**src/rtl/servo_pwm_bank.sv**
```systemverilog
`default_nettype none
// ============================================================================
// Module   : servo_pwm_bank
// Purpose  : N-channel servo PWM bank fed by one ADC sample port; samples are
//            scaled by a shift-add multiplier and widths slew once per frame.
// Revision : 1.0 - initial release
// ============================================================================
module servo_pwm_bank #(
    parameter int N_CH       = 5,
    parameter int ADC_W      = 8,
    parameter int PERIOD_CYC = 1000000,
    parameter int MIN_CYC    = 50000,
    parameter int MAX_CYC    = 100000,
    parameter int STEP_CYC   = 0,
    localparam int c_cw      = (N_CH > 1) ? $clog2(N_CH) : 1
) (
    input  logic             clk,
    input  logic             rst_n,
    input  logic             enable,
    input  logic             sample_valid,
    output logic             sample_ready,
    input  logic [c_cw-1:0]  sample_ch,
    input  logic [ADC_W-1:0] sample_data,
    output logic [N_CH-1:0]  pwm_out,
    output logic             frame_start,
    output logic             ch_err
);

    localparam int c_pw   = $clog2(PERIOD_CYC);
    localparam int c_span = MAX_CYC - MIN_CYC;
    localparam int c_sw   = $clog2(c_span + 1);
    localparam int c_prw  = ADC_W + c_sw;
    localparam int c_mw   = (ADC_W > 1) ? $clog2(ADC_W) : 1;

    localparam logic [c_pw-1:0]  c_center   = c_pw'((MIN_CYC + MAX_CYC) / 2);
    localparam logic [c_pw-1:0]  c_min      = c_pw'(MIN_CYC);
    localparam logic [c_pw-1:0]  c_step     = c_pw'(STEP_CYC);
    localparam logic [c_pw-1:0]  c_last     = c_pw'(PERIOD_CYC - 1);
    localparam logic [c_prw-1:0] c_span_p   = c_prw'(c_span);
    localparam logic [c_mw-1:0]  c_mul_last = c_mw'(ADC_W - 1);
    localparam logic [c_cw:0]    c_n_ch     = (c_cw + 1)'(N_CH);

    typedef enum logic [1:0] {
        ST_IDLE  = 2'd0,
        ST_MUL   = 2'd1,
        ST_WRITE = 2'd2
    } state_t;

    state_t            r_state;
    state_t            w_state_nxt;
    logic [c_pw-1:0]   r_cnt;
    logic              r_frame_start;
    logic              r_ch_err;
    logic [c_cw-1:0]   r_ch;
    logic [ADC_W-1:0]  r_mcand;
    logic [c_prw-1:0]  r_prod;
    logic [c_mw-1:0]   r_mcnt;
    logic [N_CH-1:0]   r_pwm;
    logic [N_CH-1:0]   w_pwm_nxt;
    logic              w_wrap;
    logic              w_write;
    logic              w_ch_bad;
    logic [c_pw-1:0]   w_new_target;

    assign w_wrap       = (r_cnt == c_last);
    assign w_write      = (r_state == ST_WRITE);
    assign w_ch_bad     = ({1'b0, r_ch} >= c_n_ch);
    assign w_new_target = c_min + c_pw'(r_prod[c_prw-1:ADC_W]);

    assign sample_ready = (r_state == ST_IDLE);
    assign frame_start  = r_frame_start;
    assign ch_err       = r_ch_err;
    assign pwm_out      = r_pwm;

    always_ff @(posedge clk or negedge rst_n) begin
        if (!rst_n) begin
            r_cnt         <= '0;
            r_frame_start <= 1'b0;
        end else begin
            r_cnt         <= w_wrap ? '0 : r_cnt + 1'b1;
            r_frame_start <= w_wrap;
        end
    end

    always_ff @(posedge clk or negedge rst_n) begin
        if (!rst_n) begin
            r_state <= ST_IDLE;
        end else begin
            r_state <= w_state_nxt;
        end
    end

    always_comb begin
        w_state_nxt = r_state;
        case (r_state)
            ST_IDLE:  if (sample_valid) w_state_nxt = ST_MUL;
            ST_MUL:   if (r_mcnt == c_mul_last) w_state_nxt = ST_WRITE;
            ST_WRITE: w_state_nxt = ST_IDLE;
            default:  w_state_nxt = ST_IDLE;
        endcase
    end

    // MSB-first shift-add: one multiplicand bit per MUL cycle.
    always_ff @(posedge clk or negedge rst_n) begin
        if (!rst_n) begin
            r_ch     <= '0;
            r_mcand  <= '0;
            r_prod   <= '0;
            r_mcnt   <= '0;
            r_ch_err <= 1'b0;
        end else begin
            r_ch_err <= 1'b0;
            case (r_state)
                ST_IDLE: begin
                    if (sample_valid) begin
                        r_ch    <= sample_ch;
                        r_mcand <= sample_data;
                        r_prod  <= '0;
                        r_mcnt  <= '0;
                    end
                end
                ST_MUL: begin
                    r_prod  <= (r_prod << 1) + (r_mcand[ADC_W-1] ? c_span_p : '0);
                    r_mcand <= r_mcand << 1;
                    r_mcnt  <= r_mcnt + 1'b1;
                end
                ST_WRITE: r_ch_err <= w_ch_bad;
                default: ;
            endcase
        end
    end

    for (genvar gi = 0; gi < N_CH; gi++) begin : g_ch
        logic [c_pw-1:0] r_target;
        logic [c_pw-1:0] r_width;
        logic [c_pw-1:0] w_width_nxt;

        always_comb begin
            w_width_nxt = r_target;
            if (STEP_CYC != 0) begin
                if ((r_target > r_width) && ((r_target - r_width) > c_step)) begin
                    w_width_nxt = r_width + c_step;
                end else if ((r_width > r_target) && ((r_width - r_target) > c_step)) begin
                    w_width_nxt = r_width - c_step;
                end
            end
        end

        // Width only moves on the wrap edge, so a pulse is never cut mid-frame.
        always_ff @(posedge clk or negedge rst_n) begin
            if (!rst_n) begin
                r_target <= c_center;
                r_width  <= c_center;
            end else begin
                if (w_write && !w_ch_bad && (r_ch == c_cw'(gi))) begin
                    r_target <= w_new_target;
                end
                if (w_wrap) begin
                    r_width <= w_width_nxt;
                end
            end
        end

        assign w_pwm_nxt[gi] = enable && (r_cnt < r_width);
    end

    always_ff @(posedge clk or negedge rst_n) begin
        if (!rst_n) begin
            r_pwm <= '0;
        end else begin
            r_pwm <= w_pwm_nxt;
        end
    end

endmodule
`default_nettype wire
```
**config.mk**
```make
export PLATFORM = sky130hd
export DESIGN_NAME = servo_pwm_bank
export DESIGN_NICKNAME = d
export VERILOG_FILES = /design/src/rtl/servo_pwm_bank.sv
export SDC_FILE = /design/constraint.sdc
export NUM_CORES = 1
export LEC_CHECK = 0
export ABC_AREA = 1
export CAP_MARGIN = 20
export CORE_MARGIN = 2
export CORE_UTILIZATION = 50
export DETAILED_ROUTE_END_ITERATION = 12
export GPL_TIMING_DRIVEN = 0
export PLACE_DENSITY = 0.66
export SKIP_LAST_GASP = 1
export SYNTH_ARGS = -nofsm -noshare
export SYNTH_HDL_FRONTEND = slang
export SYNTH_SLANG_ARGS = --single-unit
```
**constraint.sdc**
```tcl
create_clock -name clk -period 2.13 [get_ports clk]
set_input_delay 0.3195 -clock clk [delete_from_list [all_inputs] [get_ports clk]]
set_output_delay 0.3195 -clock clk [all_outputs]
set_load 0.05 [all_outputs]
```
==> key figures, run 1 <==
Run status
  – Outcome: completed

Worst setup path
  – R2r endpoint: g_ch[4].r_width[3]
  – CP arrival: 1680 ps
  – Max stage delay cell, worst path: clkdlybuf4s50_1
  – Worst path max stage delay: between 800 and 900 ps
  – Worst path depth: 1
  – Crit path max-delay family: buffers and inverters
  – Setup crit start: ch_err
  – WP buf/inv: 1
  – Worst-path fanout max: 1
  – Startpoint type of the worst setup path: flop
  – FF-to-FF Start: r_cnt[5]
  – CP required: between 1500 and 2000 ps
  – Setup CP Type: flop to output pin
  – CP Capture Type: output pin
  – R2R cell count: 5
  – Critical Path Sink: ch_err
  – Critical-path cell list: clkdlybuf4s50_1
  – FF-to-FF setup slack: ~150 ps

Synth
  – Synth Register Bits: 233
  – Yosys cell types: 32
  – Seq/Total Area, Yosys: approximately half
  – Post-synthesis instance total: approximately 1400
  – Largest cells by area after synthesis: dfrtp_1 32%, dfstp_2 18%, nand2_1 11%, ha_1 9.5%, inv_1 6.3%
  – YS warnings: 0
  – Area leader, netlist: dfrtp_1
  – Average cell area after synthesis: 8.52 um^2
  – Synth top area share: 32.5%
  – Mapped cell area: 11800 um^2
  – Synth Net Count: 1489

GRT
  – Largest net degree at the start of global routing: a little under 100
  – Global route total overflow: 0
  – Number of antenna violations at the first check in global routing: 0
  – First-pass GRT wire length: 48600 um
  – Gr usage total: 25.4%
  – Vias in the first global route: between 9000 and 10000

Final layout
  – # diodes: 0
  – Share of cells above drive strength 1: 11.3%
  – Area of the multi-input gates: approximately 5000 um^2
  – P&R area growth vs syn: 14.4%
  – Filler instances: 2114
  – Commonest non-fill, non-tap cell in the layout: nand2_1
  – Most frequent cells in the layout: 349 x nand2_1, 198 x inv_1, 148 x dfrtp_1
  – Final Non-Filler Cells: about 1800
  – Nets: 1545
  – Storage element area: 5940 um^2

Die
  – Initial Util: 50.6%
  – Die Y-Extent: 158 um
  – Chip width: 158 um
  – Std cell rows: 56
  – Full die area: 24800 um^2
  – Num ports: 23
  – Floorplan core area: 23300 um^2

Detailed routing
  – Routed len/inst: 16.7 um
  – DRT iter0 DRCs: 541
  – Detail Route Antenna Nets: 0
  – Drt total wl: 29700 um
  – Drt first pass iters: 5
  – Total number of vias: around 9300
  – Via density per instance: between 5 and 6
  – # DRC: 0

Timing
  – RSZ-0062 raised after global routing: false
  – Max_slew headroom: 51.0%
  – Worst Skew: 17.6 ps
  – Fin Hold WS: 275 ps
  – Maximum clock rate: 0.501 GHz
  – Final Hold Fails: 0
  – Min cycle time layout: between 1500 and 2000 ps
  – Max Slew Vio Count: 0
  – Worst-Margin Slew: approximately 730 ps
  – Setup violators final: 0
  – Period utilisation layout: between 90% and 100%

Clock network
  – Root Driver: clkbuf_16
  – Longest Clk Path Bufs: 3
  – Worst-Skew Late Latency: 540 ps
  – H-tree depth: 1
  – # clock sinks: 233
  – CTS tree: yes
  – Clk slew on worst S/H paths: roughly 60 ps
  – Num CTS Buffers: 27

Hold path
  – Worst hold path class: input pin to async pin

Pwr
  – PD cells: slightly above 1000 nW/um^2
  – Leakage: 6.07 nW
  – Max VDD drop: around 930 uV

Place
  – Dpl hpwl: around 21000 um
  – GPL Wtd Cong: 0.902
  – DP Cell Count: 1727
  – Port buffer count: 22

Run
  – Max Cap Viol: 0
==> worst min path at each step <==
stage / slack [ps] / startpoint / end
3_3_place_gp: 460 / g_ch[4].r_target[13] / g_ch[4].r_width[13]
3_5_place_dp: 240 / rst_n / r_cnt[6]
5_1_grt: 310 / rst_n / r_cnt[6]
4_1_cts: 270 / rst_n / g_ch[2].r_width[2]
2_1_floorplan: 20 / rst_n / ch_err
6_report: 270 / rst_n / r_cnt[6]
==> registers in the layout (all words and copies together) (netlist names) <==
signal         cells
ch_err             1
frame_start        1
g_ch.r_target     85
g_ch.r_width      85
pwm_out            5
r_ch               3
r_cnt             20
r_mcand            8
r_mcnt             3
r_prod            20
r_state            2
==> stage by stage <==
step | setup TNS [ps] | cell area (um^2) | worst slack [ps] | total power (W) | util (%)
after floorplan | 0 | 11800 | 271 | 0.00783 | -
after global placement | -1886990 | 12400 | -9030 | 0.00888 | 53.2
after detailed placement | -25410 | 12500 | -317 | 0.00895 | 53.5
after CTS | -51.8 | 13400 | -51.8 | 0.0137 | 57.6
after global routing | 0 | 13500 | 21.2 | 0.0145 | 57.8
final | 0 | 13500 | 134 | 0.0136 | 57.8
==> synthesized netlist by cell type (all sizes together) <==
| master | instances |
|---|---|
| o22ai | 2 |
| or2 | 1 |
| a22o | 4 |
| clkbuf | 33 |
| dfstp | 80 |
| dfrtp | 153 |
| xnor2 | 4 |
| o21a | 5 |
| nor3 | 21 |
| nor2 | 75 |
| nand2 | 350 |
| nor4 | 4 |
| a21oi | 57 |
| o21bai | 1 |
| buf | 11 |
| nand3 | 53 |
| nand3b | 4 |
| o32ai | 1 |
| mux2 | 1 |
| clkinv | 1 |
| ha | 90 |
| xor2 | 17 |
| nand4 | 16 |
| inv | 198 |
| o21ai | 195 |
| a221oi | 7 |
==> routing by layer <==
metal | GRT usage [%] | vias up | wire, um
met1 | 34.6 | 4447 | 13400
met3 | 4.24 | 55 | 1720
met2 | 41.5 | 225 | 13700
li1 | - | 4596 | -
met4 | 8.01 | 0 | 932
met5 | 0 | - | 0
==> area by class of cell <==
cell class | instances | area share (%)
flip-flops and latches | 233 | 44.0
plain buffers | 44 | 1.72
clock buffers | 42 | 6.19
clock inverters | 8 | 0.566
multi-input cells | 908 | 36.7
well taps | 319 | 2.96
inverters | 199 | 5.57
repair buffers | 27 | 2.25
==> cells by family after synthesis <==
kind of cell,count (synthesis),share of synthesized area [%]
AO/OA/AOI/OAI,272,12.1
XOR/XNOR,21,1.56
adder cells (fa/ha/maj),90,9.55
buffers and inverters,243,8.26
flip-flops,233,50.3
multiplexers,1,0.0955
AND/OR/NAND/NOR,524,18.2
==> power by group <==
| part | leakage, nW | internal, W | switching [W] |
|---|---|---|---|
| Combinational | 2.76 | 0.000997 | 0.00224 |
| Sequential | 2.87 | 0.00527 | 0.000434 |
| Clock | 0.447 | 0.00283 | 0.00184 |
==> timing repair <==
item | 4_1_cts | 5_1_grt
hold buffers | 1 | 0
endpoints found under the hold margin | 43 | 0
buffers inserted | 0 | 2
pin swaps | 1 | 0
endpoints found under the setup margin | 123 | 120
resized for setup | 13 | 14
Note: power is estimated with default switching activity, not from simulation.
==> run 2, diff against run 1 <==
PLACE_DENSITY = unset   (was 0.66)
PLACE_DENSITY_LB_ADDON = 0.2   (was unset)
==> run 2 against run 1 <==
  * Non-clock buffer count fell by 1
  * Flip-flop and latch count did not move
  * Sequential power barely moved
  * Critical path type is now flop to flop
  * Largest power group unchanged
==> key figures, run 2 (synthesis results as in run 1) <==
Detailed routing
  – Drt total wl: 30200 um (+1.6%)
  – Drt first pass iters: 7 (+2)
  – DRT iter0 DRCs: 702 (+30%)
  – # DRC: 0 (unchanged)
  – Total number of vias: 9369 (+0.49%)
  – Routed len/inst: 17.0 um (+1.7%)
  – Via density per instance: 5.27 (+0.66%)
  – Detail Route Antenna Nets: 0 (unchanged)

Clock network
  – Root Driver: clkbuf_16
  – Worst-Skew Late Latency: 520 ps (-20 ps)
  – Clk slew on worst S/H paths: 60 ps (about the same)
  – CTS tree: yes
  – # clock sinks: 233 (unchanged)
  – Num CTS Buffers: 26 (-3.7%)
  – Longest Clk Path Bufs: 3 (unchanged)
  – H-tree depth: 1 (unchanged)

Hold path
  – Hold Crit Depth: 3
  – Worst hold path class: input pin to flop
  – Hold wc startpoint: sample_ch[1]
  – Hold Path End: r_ch[1]

Place
  – GPL Wtd Cong: 0.865 (-4.1%)
  – DP Cell Count: 1726 (-0.058%)
  – Dpl hpwl: 21400 um (about the same)
  – Port buffer count: 22 (unchanged)

Timing
  – Min cycle time layout: 2020 ps (+26.3 ps)
  – RSZ-0062 raised after global routing: false
  – Worst Skew: 9.63 ps (-7.98 ps)
  – Setup violators final: 0 (unchanged)
  – Max_slew headroom: 42.0% (-9.0 points)
  – Period utilisation layout: 94.9% (+1.2 points)
  – Maximum clock rate: 0.495 GHz (-1.3%)
  – Max Slew Vio Count: 0 (unchanged)
  – TNS Setup: 0 ps (unchanged)
  – Worst-Margin Slew: 870 ps (+143 ps)
  – Final Hold Fails: 0 (unchanged)

Worst setup path
  – Setup crit start: r_cnt[5]
  – R2r endpoint: g_ch[3].r_width[0]
  – CP required: 2590 ps (+780 ps)
  – CP arrival: 2480 ps (+800 ps)
  – Setup CP Type: flop to flop
  – Startpoint type of the worst setup path: flop
  – CP Capture Type: flop
  – Worst-path fanout max: 11 (+10)
  – FF-to-FF Start: r_cnt[5]
  – FF-to-FF setup slack: 110 ps (-40 ps)
  – R2R cell count: 7 (+2)

GRT
  – Met1 GRT Util: 34.9% (+0.22 points)
  – First-pass GRT wire length: 49100 um (+0.95%)
  – Global route total overflow: 0 (unchanged)
  – GR Util met3: 3.48% (-0.77 points)
  – GR peak layer: met2
  – Vias in the first global route: 9405 (+1.3%)
  – Number of antenna violations at the first check in global routing: 0 (unchanged)
  – Gr usage total: 25.5% (+0.17 points)
  – Largest net degree at the start of global routing: 121 (+23%)
  – Met2 Use GR: 42.4% (+0.85 points)

Final layout
  – Nets: 1543 (-0.13%)
  – Commonest non-fill, non-tap cell in the layout: nand2_1
  – Filler instances: 2114 (unchanged)
  – Fin util: 57.6% (-0.23 points)
  – # diodes: 0 (unchanged)
  – Storage element area: 5930 um^2 (about the same)
  – P&R area growth vs syn: 13.9%
  – Largest regs: g_ch.r_target x85, g_ch.r_width x85
  – Area of the multi-input gates: 4940 um^2 (-0.40%)
  – Share of cells above drive strength 1: 11.3% (+0.023 points)
  – Final Non-Filler Cells: 1777 (-0.17%)
  – Most frequent cells in the layout: 349 x nand2_1, 198 x inv_1, 150 x dfrtp_1

Pwr
  – Max VDD drop: 871 uV (-6.7%)
  – Leakage: 6.07 nW (-0.11%)
  – PD cells: 1010 nW/um^2 (+0.49%)

Die
  – Die Y-Extent: 158 um (unchanged)
  – Std cell rows: 56 (unchanged)
  – Floorplan core area: 23300 um^2 (unchanged)
  – Initial Util: 50.6% (unchanged)
  – Chip width: 158 um (unchanged)
  – Full die area: 24800 um^2 (unchanged)
  – Num ports: 23 (unchanged)

Run status
  – Outcome: completed

Run
  – Max Cap Viol: 0 (unchanged)
-- run 2: changes by cell type in the layout (fill, tap and decap cells not counted), sizes merged --
cell and change:
inv -3, clkbuf -6, bufinv +2, buf -1, clkinv +5
-- run 2: per-stage QoR --
step	cell area, um^2	hold WS [ps]	total power (W)	worst slack, ps
floorplan	11800	23.9	0.00783	271
global placement	12400	460	0.00887	-9050
detailed placement	12500	440	0.00895	-332
CTS	13400	371	0.0137	1.60
global route	13400	396	0.0144	16.0
finish	13400	389	0.0136	108
-- run 2: metal layers --
layer	share of wire, %	vias up
met5	0	-
met4	3.1	0
met2	46	197
met3	4.8	51
met1	46	4542
li1	-	4579
-- run 2: power by group --
| part | leakage (nW) | internal (W) | switching (W) |
|---|---|---|---|
| registers | 2.87 | 0.00527 | 0.000432 |
| clock network | 0.453 | 0.00288 | 0.00182 |
| logic | 2.74 | 0.000984 | 0.00224 |
| total | 6.07 | 0.00913 | 0.00449 |
-- run 2: what timing repair did --
item	CTS	global route
gates resized for setup	12	13
endpoints found under the hold margin	63	0
gates cloned	0	0
hold buffers	1	0
pin swaps	0	0
endpoints found under the setup margin	117	107
setup buffers	0	2
-- run 2: layout make-up --
type | instances | area share (%)
Buffer | 44 | 1.74
Clock buffer | 36 | 5.73
Clock inverter | 12 | 1.02
Inverter | 199 | 5.59
Multi-Input combinational cell | 908 | 36.7
Sequential cell | 233 | 44.2
Tap cell | 319 | 2.97
Timing Repair Buffer | 26 | 2.06
-- run 2: critical path, stage by stage (launching register included) --
cell and delay (ps):
dfrtp_1 670, nand2_1 190, nor4_4 310, nand3_4 240
clkinv_4 170, buf_4 230, nand2_1 80, nand2_1 70
-- run 2: worst max-delay path by stage --
stage	endpoint	slack [ps]
after floorplan	r_mcand[2]	270
after global placement	r_prod[18]	-9050
after detailed placement	g_ch[2].r_width[8]	-330
after CTS	g_ch[2].r_width[2]	2
after global routing	g_ch[4].r_target[9]	20
final	g_ch[3].r_width[0]	110
